`src/rtl/mips_pkg.sv`:
```
// Shared MIPS control-flow encodings and the ID-stage branch FSM state type.
package mips_pkg;
  localparam logic [5:0]  OP_SPECIAL = 6'b000000;
  localparam logic [5:0]  OP_BEQ     = 6'b000100;
  localparam logic [5:0]  OP_BNE     = 6'b000101;
  localparam logic [5:0]  OP_J       = 6'b000010;
  localparam logic [5:0]  OP_JAL     = 6'b000011;
  localparam logic [5:0]  FN_JR      = 6'b001000;
  localparam logic [5:0]  FN_JALR    = 6'b001001;
  localparam logic [31:0] NOP        = 32'h0000_0000;

  typedef enum logic [1:0] {ST_RUN, ST_SLOT, ST_SQUASH} br_state_t;
endpackage

```
`src/rtl/br_target.sv`:
```
// Combinational control-flow decode: classifies the ID word, computes its target and taken flag.
module br_target
  import mips_pkg::*;
(
  input  logic [31:0] i_instr,
  input  logic [31:0] i_pcplus4,
  input  logic [31:0] i_rs_data,
  input  logic [31:0] i_rt_data,
  output logic        o_is_cf,
  output logic        o_taken,
  output logic [31:0] o_targ
);
  logic [5:0]  w_op, w_fn;
  logic [31:0] w_br_off;

  assign w_op     = i_instr[31:26];
  assign w_fn     = i_instr[5:0];
  assign w_br_off = {{14{i_instr[15]}}, i_instr[15:0], 2'b00};

  always_comb begin
    o_is_cf = 1'b0;
    o_taken = 1'b0;
    o_targ  = 32'h0;
    case (w_op)
      OP_BEQ: begin
        o_is_cf = 1'b1;
        o_taken = (i_rs_data == i_rt_data);
        o_targ  = i_pcplus4 + w_br_off;
      end
      OP_BNE: begin
        o_is_cf = 1'b1;
        o_taken = (i_rs_data != i_rt_data);
        o_targ  = i_pcplus4 + w_br_off;
      end
      OP_J, OP_JAL: begin
        o_is_cf = 1'b1;
        o_taken = 1'b1;
        o_targ  = {i_pcplus4[31:28], i_instr[25:0], 2'b00};
      end
      OP_SPECIAL: begin
        if (w_fn == FN_JR || w_fn == FN_JALR) begin
          o_is_cf = 1'b1;
          o_taken = 1'b1;
          o_targ  = i_rs_data;
        end
      end
      default: ;
    endcase
  end
endmodule

```
`src/rtl/id_branch.sv`:
```
// IF/ID register plus ID-stage branch resolution, redirect to fetch, and slot/squash sequencing.
module id_branch
  import mips_pkg::*;
#(
  parameter int DELAY_SLOT = 1,
  parameter int CNT_W      = 32
) (
  input  logic             clk,
  input  logic             rst,
  input  logic [31:0]      instr,
  input  logic [31:0]      pc_plus4,
  input  logic             stall,
  input  logic [31:0]      rs_data,
  input  logic [31:0]      rt_data,
  output logic [31:0]      targ_addr,
  output logic             PC_sel,
  output logic             if_hold,
  output logic [31:0]      id_instr,
  output logic [31:0]      id_pcplus4,
  output logic             id_valid,
  output logic [4:0]       rs_addr,
  output logic [4:0]       rt_addr,
  output logic [CNT_W-1:0] br_cnt,
  output logic [CNT_W-1:0] taken_cnt
);
  br_state_t        r_state, w_nstate;
  logic [31:0]      r_instr, r_pcplus4;
  logic             r_valid;
  logic [CNT_W-1:0] r_br_cnt, r_taken_cnt;
  logic             w_is_cf, w_taken, w_pc_sel, w_br_inc;
  logic [31:0]      w_targ;

  br_target u_br_target (
    .i_instr   (r_instr),
    .i_pcplus4 (r_pcplus4),
    .i_rs_data (rs_data),
    .i_rt_data (rt_data),
    .o_is_cf   (w_is_cf),
    .o_taken   (w_taken),
    .o_targ    (w_targ)
  );

  // A branch sitting in the delay slot never redirects; SQUASH is covered by r_valid=0.
  always_comb begin
    w_pc_sel = r_valid & w_taken & ~stall & (r_state != ST_SLOT);
    w_br_inc = r_valid & w_is_cf & ~stall & (r_state != ST_SLOT);
    w_nstate = r_state;
    if (!stall) begin
      case (r_state)
        ST_RUN:  if (w_pc_sel) w_nstate = (DELAY_SLOT != 0) ? ST_SLOT : ST_SQUASH;
        default: w_nstate = ST_RUN;
      endcase
    end
  end

  always_ff @(posedge clk) begin
    if (rst) begin
      r_state     <= ST_RUN;
      r_instr     <= NOP;
      r_pcplus4   <= 32'h0;
      r_valid     <= 1'b0;
      r_br_cnt    <= '0;
      r_taken_cnt <= '0;
    end else begin
      r_state <= w_nstate;
      if (!stall) begin
        r_instr   <= instr;
        r_pcplus4 <= pc_plus4;
        r_valid   <= (w_nstate != ST_SQUASH);
      end
      if (w_br_inc) r_br_cnt    <= r_br_cnt + CNT_W'(1);
      if (w_pc_sel) r_taken_cnt <= r_taken_cnt + CNT_W'(1);
    end
  end

  assign PC_sel     = w_pc_sel;
  assign targ_addr  = w_pc_sel ? w_targ : 32'h0;
  assign if_hold    = stall;
  assign id_instr   = r_instr;
  assign id_pcplus4 = r_pcplus4;
  assign id_valid   = r_valid;
  assign rs_addr    = r_instr[25:21];
  assign rt_addr    = r_instr[20:16];
  assign br_cnt     = r_br_cnt;
  assign taken_cnt  = r_taken_cnt;
endmodule

```
`config.mk`:
```
export PLATFORM = sky130hd
export DESIGN_NAME = id_branch
export DESIGN_NICKNAME = d
export VERILOG_FILES = /design/src/rtl/mips_pkg.sv /design/src/rtl/br_target.sv /design/src/rtl/id_branch.sv
export SDC_FILE = /design/constraint.sdc
export NUM_CORES = 1
export LEC_CHECK = 0
export BUFFER_PORTS_ARGS = -buffer_cell sky130_fd_sc_hd__buf_2
export CAP_MARGIN = 0
export CORE_ASPECT_RATIO = 0.7
export CORE_MARGIN = 3
export CORE_UTILIZATION = 40
export DETAILED_ROUTE_END_ITERATION = 10
export GPL_ROUTABILITY_DRIVEN = 0
export PLACE_DENSITY = 0.7
export SLEW_MARGIN = 20
export SYNTH_ARGS = -nofsm -noshare
export SYNTH_HDL_FRONTEND = slang
export SYNTH_HIERARCHICAL = 1
export SYNTH_SLANG_ARGS = --single-unit
```
`constraint.sdc`:
```
create_clock -name clk -period 3.2 [get_ports clk]
set_input_delay 0.8 -clock clk [delete_from_list [all_inputs] [get_ports clk]]
set_output_delay 0.8 -clock clk [all_outputs]
set_load 0.05 [all_outputs]
```
Word level (Yosys, flattened, before mapping)
Cells that the tools add are included.
- $add $sub $neg: 3
- multipliers: 0
- divide/modulo/power cells: 0
- magnitude comparators: 0
- equal/unequal tests: 10
- shift-type cells: 0
- mux-type cells: 9
- bitwise logic cells: 7
- reductions and logical operators: 6
- operator list (cell ; count):
    32-bit case mux with 3 select lines ; 1
    32-bit by 1-bit adder with 32-bit output, second input constant ; 2
    32-bit 2-to-1 mux ; 2
    32-bit adder ; 1
    32-bit equality test ; 1
    32-bit != test ; 1
    6-bit by 2-bit equality test with 1-bit output, second input constant ; 2
    6-bit by 3-bit equality test with 1-bit output, second input constant ; 2
    6-bit by 4-bit equality test with 1-bit output, second input constant ; 2
    1-bit AND ; 6
    6-bit logical NOT ; 1
    2-bit 2-to-1 mux ; 3
    1-bit case mux with 4 select lines ; 1
    2-bit OR reduction ; 2
    4-bit OR reduction ; 1
    2-bit logical NOT ; 1
    2-bit by 1-bit != test with 1-bit output, second input constant ; 1
    2-bit != test, second input constant ; 1
    1-bit case mux with 2 select lines ; 1
    1-bit logical OR ; 1
    1-bit 2-to-1 mux ; 1
    1-bit NOT ; 1
- flip-flop bits (word level): 131
- bits in latches: 0
- memory bits (writable): 0
- bits in read-only memories: 0
- bits of input ports: 131
- output and inout port bits: 173
- logic and storage cells: 41
- memories: 0

Longest topological paths before layout
- depth after elaboration: 11
- gate-level depth with buffers: 12
- gate-level depth less buffers: 11

Cells and area by module
The synthesis kept the hierarchy.
- modules (own cells, without submodules) (module ; times used ; cells an instance ; area an instance (um^2) ; seq. area each (um^2)):
    id_branch ; 1 ; 609 ; 5610.4 ; 2622.5
    br_target ; 1 ; 343 ; 2466.1 ; 0.0

Worst setup path before layout
Ideal clock, no wire load.
- path kind: register to output
- start point: reg r_instr[15], in the netlist id_instr[15]
- end point: out targ_addr[30]
- data arrival time: 3.231 ns
- data required time: 2.400 ns
- path slack: -0.831 ns
- cell stages (with the launch flop): 12
- path buffers: 1
- path through: dfxtp_1 ha_1 buf_6 a21o_1 a21oi_2 o21bai_1 a21o_1 a221o_1 a221oi_2 xor2_1 o21ai_1 and3_1
- cells in the longest elaborated chain, start to end: 3
- ends and longest elaborated chain (element ; line ; text):
    start, declared ; id_branch.sv:27 ; logic [31:0] r_instr, r_pcplus4;
    start signal, assigned ; id_branch.sv:67 ; r_instr <= instr;
    32-bit adder ; br_target.sv:28, br_target.sv:33 ;
    32-bit case mux with 3 select lines ; br_target.sv:24 ; case (w_op)
    via w_targ[30] ; id_branch.sv:31 ; logic [31:0] w_targ;
    32-bit 2-to-1 mux ; id_branch.sv:77 ; assign targ_addr = w_pc_sel ? w_targ : 32'h0;
    end, declared ; id_branch.sv:15 ; output logic [31:0] targ_addr,
The timed path passes the listed nets, and every way through them passes these cells.

Worst setup path after layout
- start point: reg r_instr[0], in the netlist id_instr[0]
- end point: out targ_addr[20]
- elaborated cells on any way between the ends: 12
- those cells by class: add/sub (1); eq/ne (2); mux (5); bitwise (3); reduce/logical (1)
- RTL lines (element ; line):
    parallel branches: the longest is 3 deep, another holds 32-bit adder ; --
    32-bit case mux with 3 select lines * ; br_target.sv:24
    via w_targ[20] ; id_branch.sv:31
    32-bit 2-to-1 mux * ; id_branch.sv:77
Mark *: on every way through the listed nets, which the timed path passes.

==> qor.txt <==
largest net degree at the start of global routing - 65
first-pass GRT wire length - 52.52 mm
Non-Filler Instances - 1714
fmax - 251.8 MHz
Power Density - 363.3 nW/um^2
syn nets - 1115
CTS tree - built
sequential cell area - 2668 um^2
Placed Cells incl. Taps - 1635
minimum clock period - 3.971 ns
P&R area growth vs syn - 67.39%
clock slew at reported path FFs - 0.07 ns
filler cell count - 1482
Post-Synth XOR/XNOR Area - 0.1171
Data required, critical path - 2.40 ns
failing checks - negative setup slack
Hold Buf Count CTS - 0
cell mode on critical path - a21oi_2
largest family of logic cells by synthesized area - simple AND/OR/NAND/NOR gates
WL met3 - 3.254 mm
hold_ws - 0.4639 ns
via count - 9592
clock buffer depth - 2
Net Sw Power - 1.616 mW
Tot GR Track Use - 0.3013
htree depth - 4
root buf cell - clkbuf_16
PortBufs - 303
post-DP HPWL - 24.51 mm
WL final - 35.27 mm
total grt overflow - 0
Rel. slew slack - 0.5401
max incr delay on CP - 0.35 ns
CP max-delay cell - dfxtp_4
most used flip-flop cell after synthesis - dfxtp_1
number of remaining DRC errors - 0
Tot Pwr - 4.912 mW
Place WS - -0.6181 ns
synth unique cells - 70
sequential fraction of the synthesis area - 0.3247
WL/cell - 20.58 um
CP endpoint kind - output pin
Syn Area/Cell - 8.484 um^2
Final setup viols - 64
share of the synthesized area in the top cell type - 0.3247
sequential power share - 0.355
post-synthesis mux area share - 0.08335
Core Area - 19340 um^2
num ports - 304
Slew Limit Fails - 0
outcome - complete, but fails checks
Ys Warns - 6
Bufs and invs on worst path - 3
Yosys reg bits - 131
DIE AREA - 21960 um^2
Pint - 3.296 mW
adder-cell share of the synthesized area - 0.05050
layout cell share with drive strength beyond 1 - 0.5197
Hold Path Class - reg -> reg
area fraction in compound gates after synthesis - 0.1431
reported leakage power - 6.292 nW
initial antenna violation count - 4
Worst-Skew Late Latency - 0.42 ns
Starting Density - 0.4176
First DRT Iteration DRCs - 918
critical-path cell list - ha_4, fa_2, a21o_1, a21oi_2, a21oi_2, o31ai_4, buf_4, buf_6, nor4_1, nor2_1, xor2_1, o21ai_2, and3_4, buf_8
Synth area leaders - dfxtp_1, xor2_1, mux2i_1
Top Metal Used - met5
Clock Power Share - 0.397
Row Count - 42
final hold vios - 0
area leader, netlist - dfxtp_1
final net count - 1599
met1 WL - 15.19 mm
vias in the first global route - 9176
Setup CP Type - reg -> out
crit path DAT - 3.17 ns
ys async rst share - 0
Die Y - 124.9 um
antenna viol nets, final - 0
DIE WIDTH - 175.8 um
Num CTS Buffers - 17
Max-Cap Viols - 0
Simple-Gate Fraction of Synth Area - 0.2373
Setup WS post-layout - -0.7708 ns
clk sink count - 131
crit start category - flop
Gate power share - 0.249
Multi-input gate area - 6050 um^2
number of cells produced by synthesis - 952
family with the most delay on the worst path - compound AO/OA/AOI/OAI gates
Mapped Area - 8076 um^2
VDD IR-drop max - 0.3119 mV
Slew @ Worst Pin - 0.6847 ns
router iterations before antenna repair - 5
Vias/cell - 5.596
Post-synth EDFFs - 0
Tcrit/Tclk final - 1.241
skew final - 0.01048 ns
RSZ-0062 raised after global routing - true
CP max FO - 4
met2 WL - 15.71 mm
Sw Share - 0.3290
## worst reg2reg max path, delay by kind of cell, from the launching register on
family	cells	cell delay [ns]
flip-flops	1	0.34
AO/OA/AOI/OAI	1	0.20
multiplexers	1	0.29
buffers and inverters	9	1.36
AND/OR/NAND/NOR	6	1.05
## placed cells by master, fill, tap and decap left out, types with 21 or more instances in the layout
master / instances
xor2_1: 77
nor2_1: 132
a22oi_1: 27
a21oi_1: 21
buf_8: 31
dfxtp_2: 24
buf_2: 264
nand4_1: 31
mux2i_1: 65
buf_6: 36
buf_4: 184
dfxtp_1: 103
nand2_1: 43
and3_4: 36
nand3_1: 23
## flip-flops by register name (all words and copies together) (netlist names)
register,count
br_cnt,32
id_instr,32
id_pcplus4,32
id_valid,1
r_state,2
taken_cnt,32
## cells in the mapped netlist (15+ instances only)
cell type,count
dfxtp_1,131
nand3_1,30
nor4_1,15
a22oi_1,27
nand4_1,31
a21oi_1,37
xnor2_1,24
ha_1,31
a21o_1,15
o21ai_1,15
o21ai_0,28
clkbuf_1,42
nand2_1,50
nor2_1,137
xor2_1,84
mux2i_1,65
and3_1,49
## final cells by class
class | instances | share of cell area
Multi-Input combinational cell | 744 | 0.4475
Timing Repair Buffer | 528 | 0.2845
Sequential cell | 131 | 0.1973
Clock buffer | 20 | 0.03304
Tap cell | 264 | 0.02443
Clock inverter | 12 | 0.009162
Inverter | 14 | 0.003887
Antenna cell | 1 | 0.0001851
## logic make-up after synthesis
group | Yosys count
DFF | 131
adders and majority gates | 32
xor gates and xnor gates | 108
AOI/OAI and AO/OA | 170
muxes | 67
and+or+nand+nor | 367
buffers and inverters | 77
## what timing repair did
action                     CTS  global route
pin swaps                   69            53
gates cloned                 2             0
buffers inserted            35            21
gates resized for setup    227            82
setup endpoints to repair   53            61
## layer usage
metal / up-vias / GRT usage
li1: 4376 / -
met5: - / 0
met4: 6 / 0.08562
met3: 87 / 0.08531
met1: 4592 / 0.4049
met2: 531 / 0.4713
## worst paths after layout
check                       startpoint                          to  slack (ns)  cells after the start
min reg2reg      r_state[1]$_SDFF_PP0_       r_state[1]$_SDFF_PP0_        0.46                      2
min              r_state[1]$_SDFF_PP0_       r_state[1]$_SDFF_PP0_        0.46                      2
max           id_instr[0]$_SDFFE_PP0N_               targ_addr[20]       -0.77                     14
max reg2reg  id_instr[29]$_SDFFE_PP0N_  taken_cnt[31]$_SDFFE_PP0N_       -0.14                     17
## power groups by stage
stage	sequential (mW)	combinational, mW	clock (mW)
finish	1.74	1.22	1.95
global route	1.75	1.28	2.04
CTS	1.74	1.14	1.98
detailed placement	1.77	1.02	0
global placement	1.76	1.01	0
floorplan	1.93	0.400	0
## per-stage QoR
| step | TNS [ns] | utilization | area (um^2) |
|---|---|---|---|
| global route | -27.73 | 0.6991 | 13520 |
| detailed placement | -31.36 | 0.5795 | 11210 |
| CTS | -13.92 | 0.6729 | 13010 |
| finish | -23.27 | 0.6991 | 13520 |
| global placement | -29.37 | 0.5795 | 11210 |
| floorplan | -5.232 | - | 8189 |
Power figures use the tool's default switching activity.
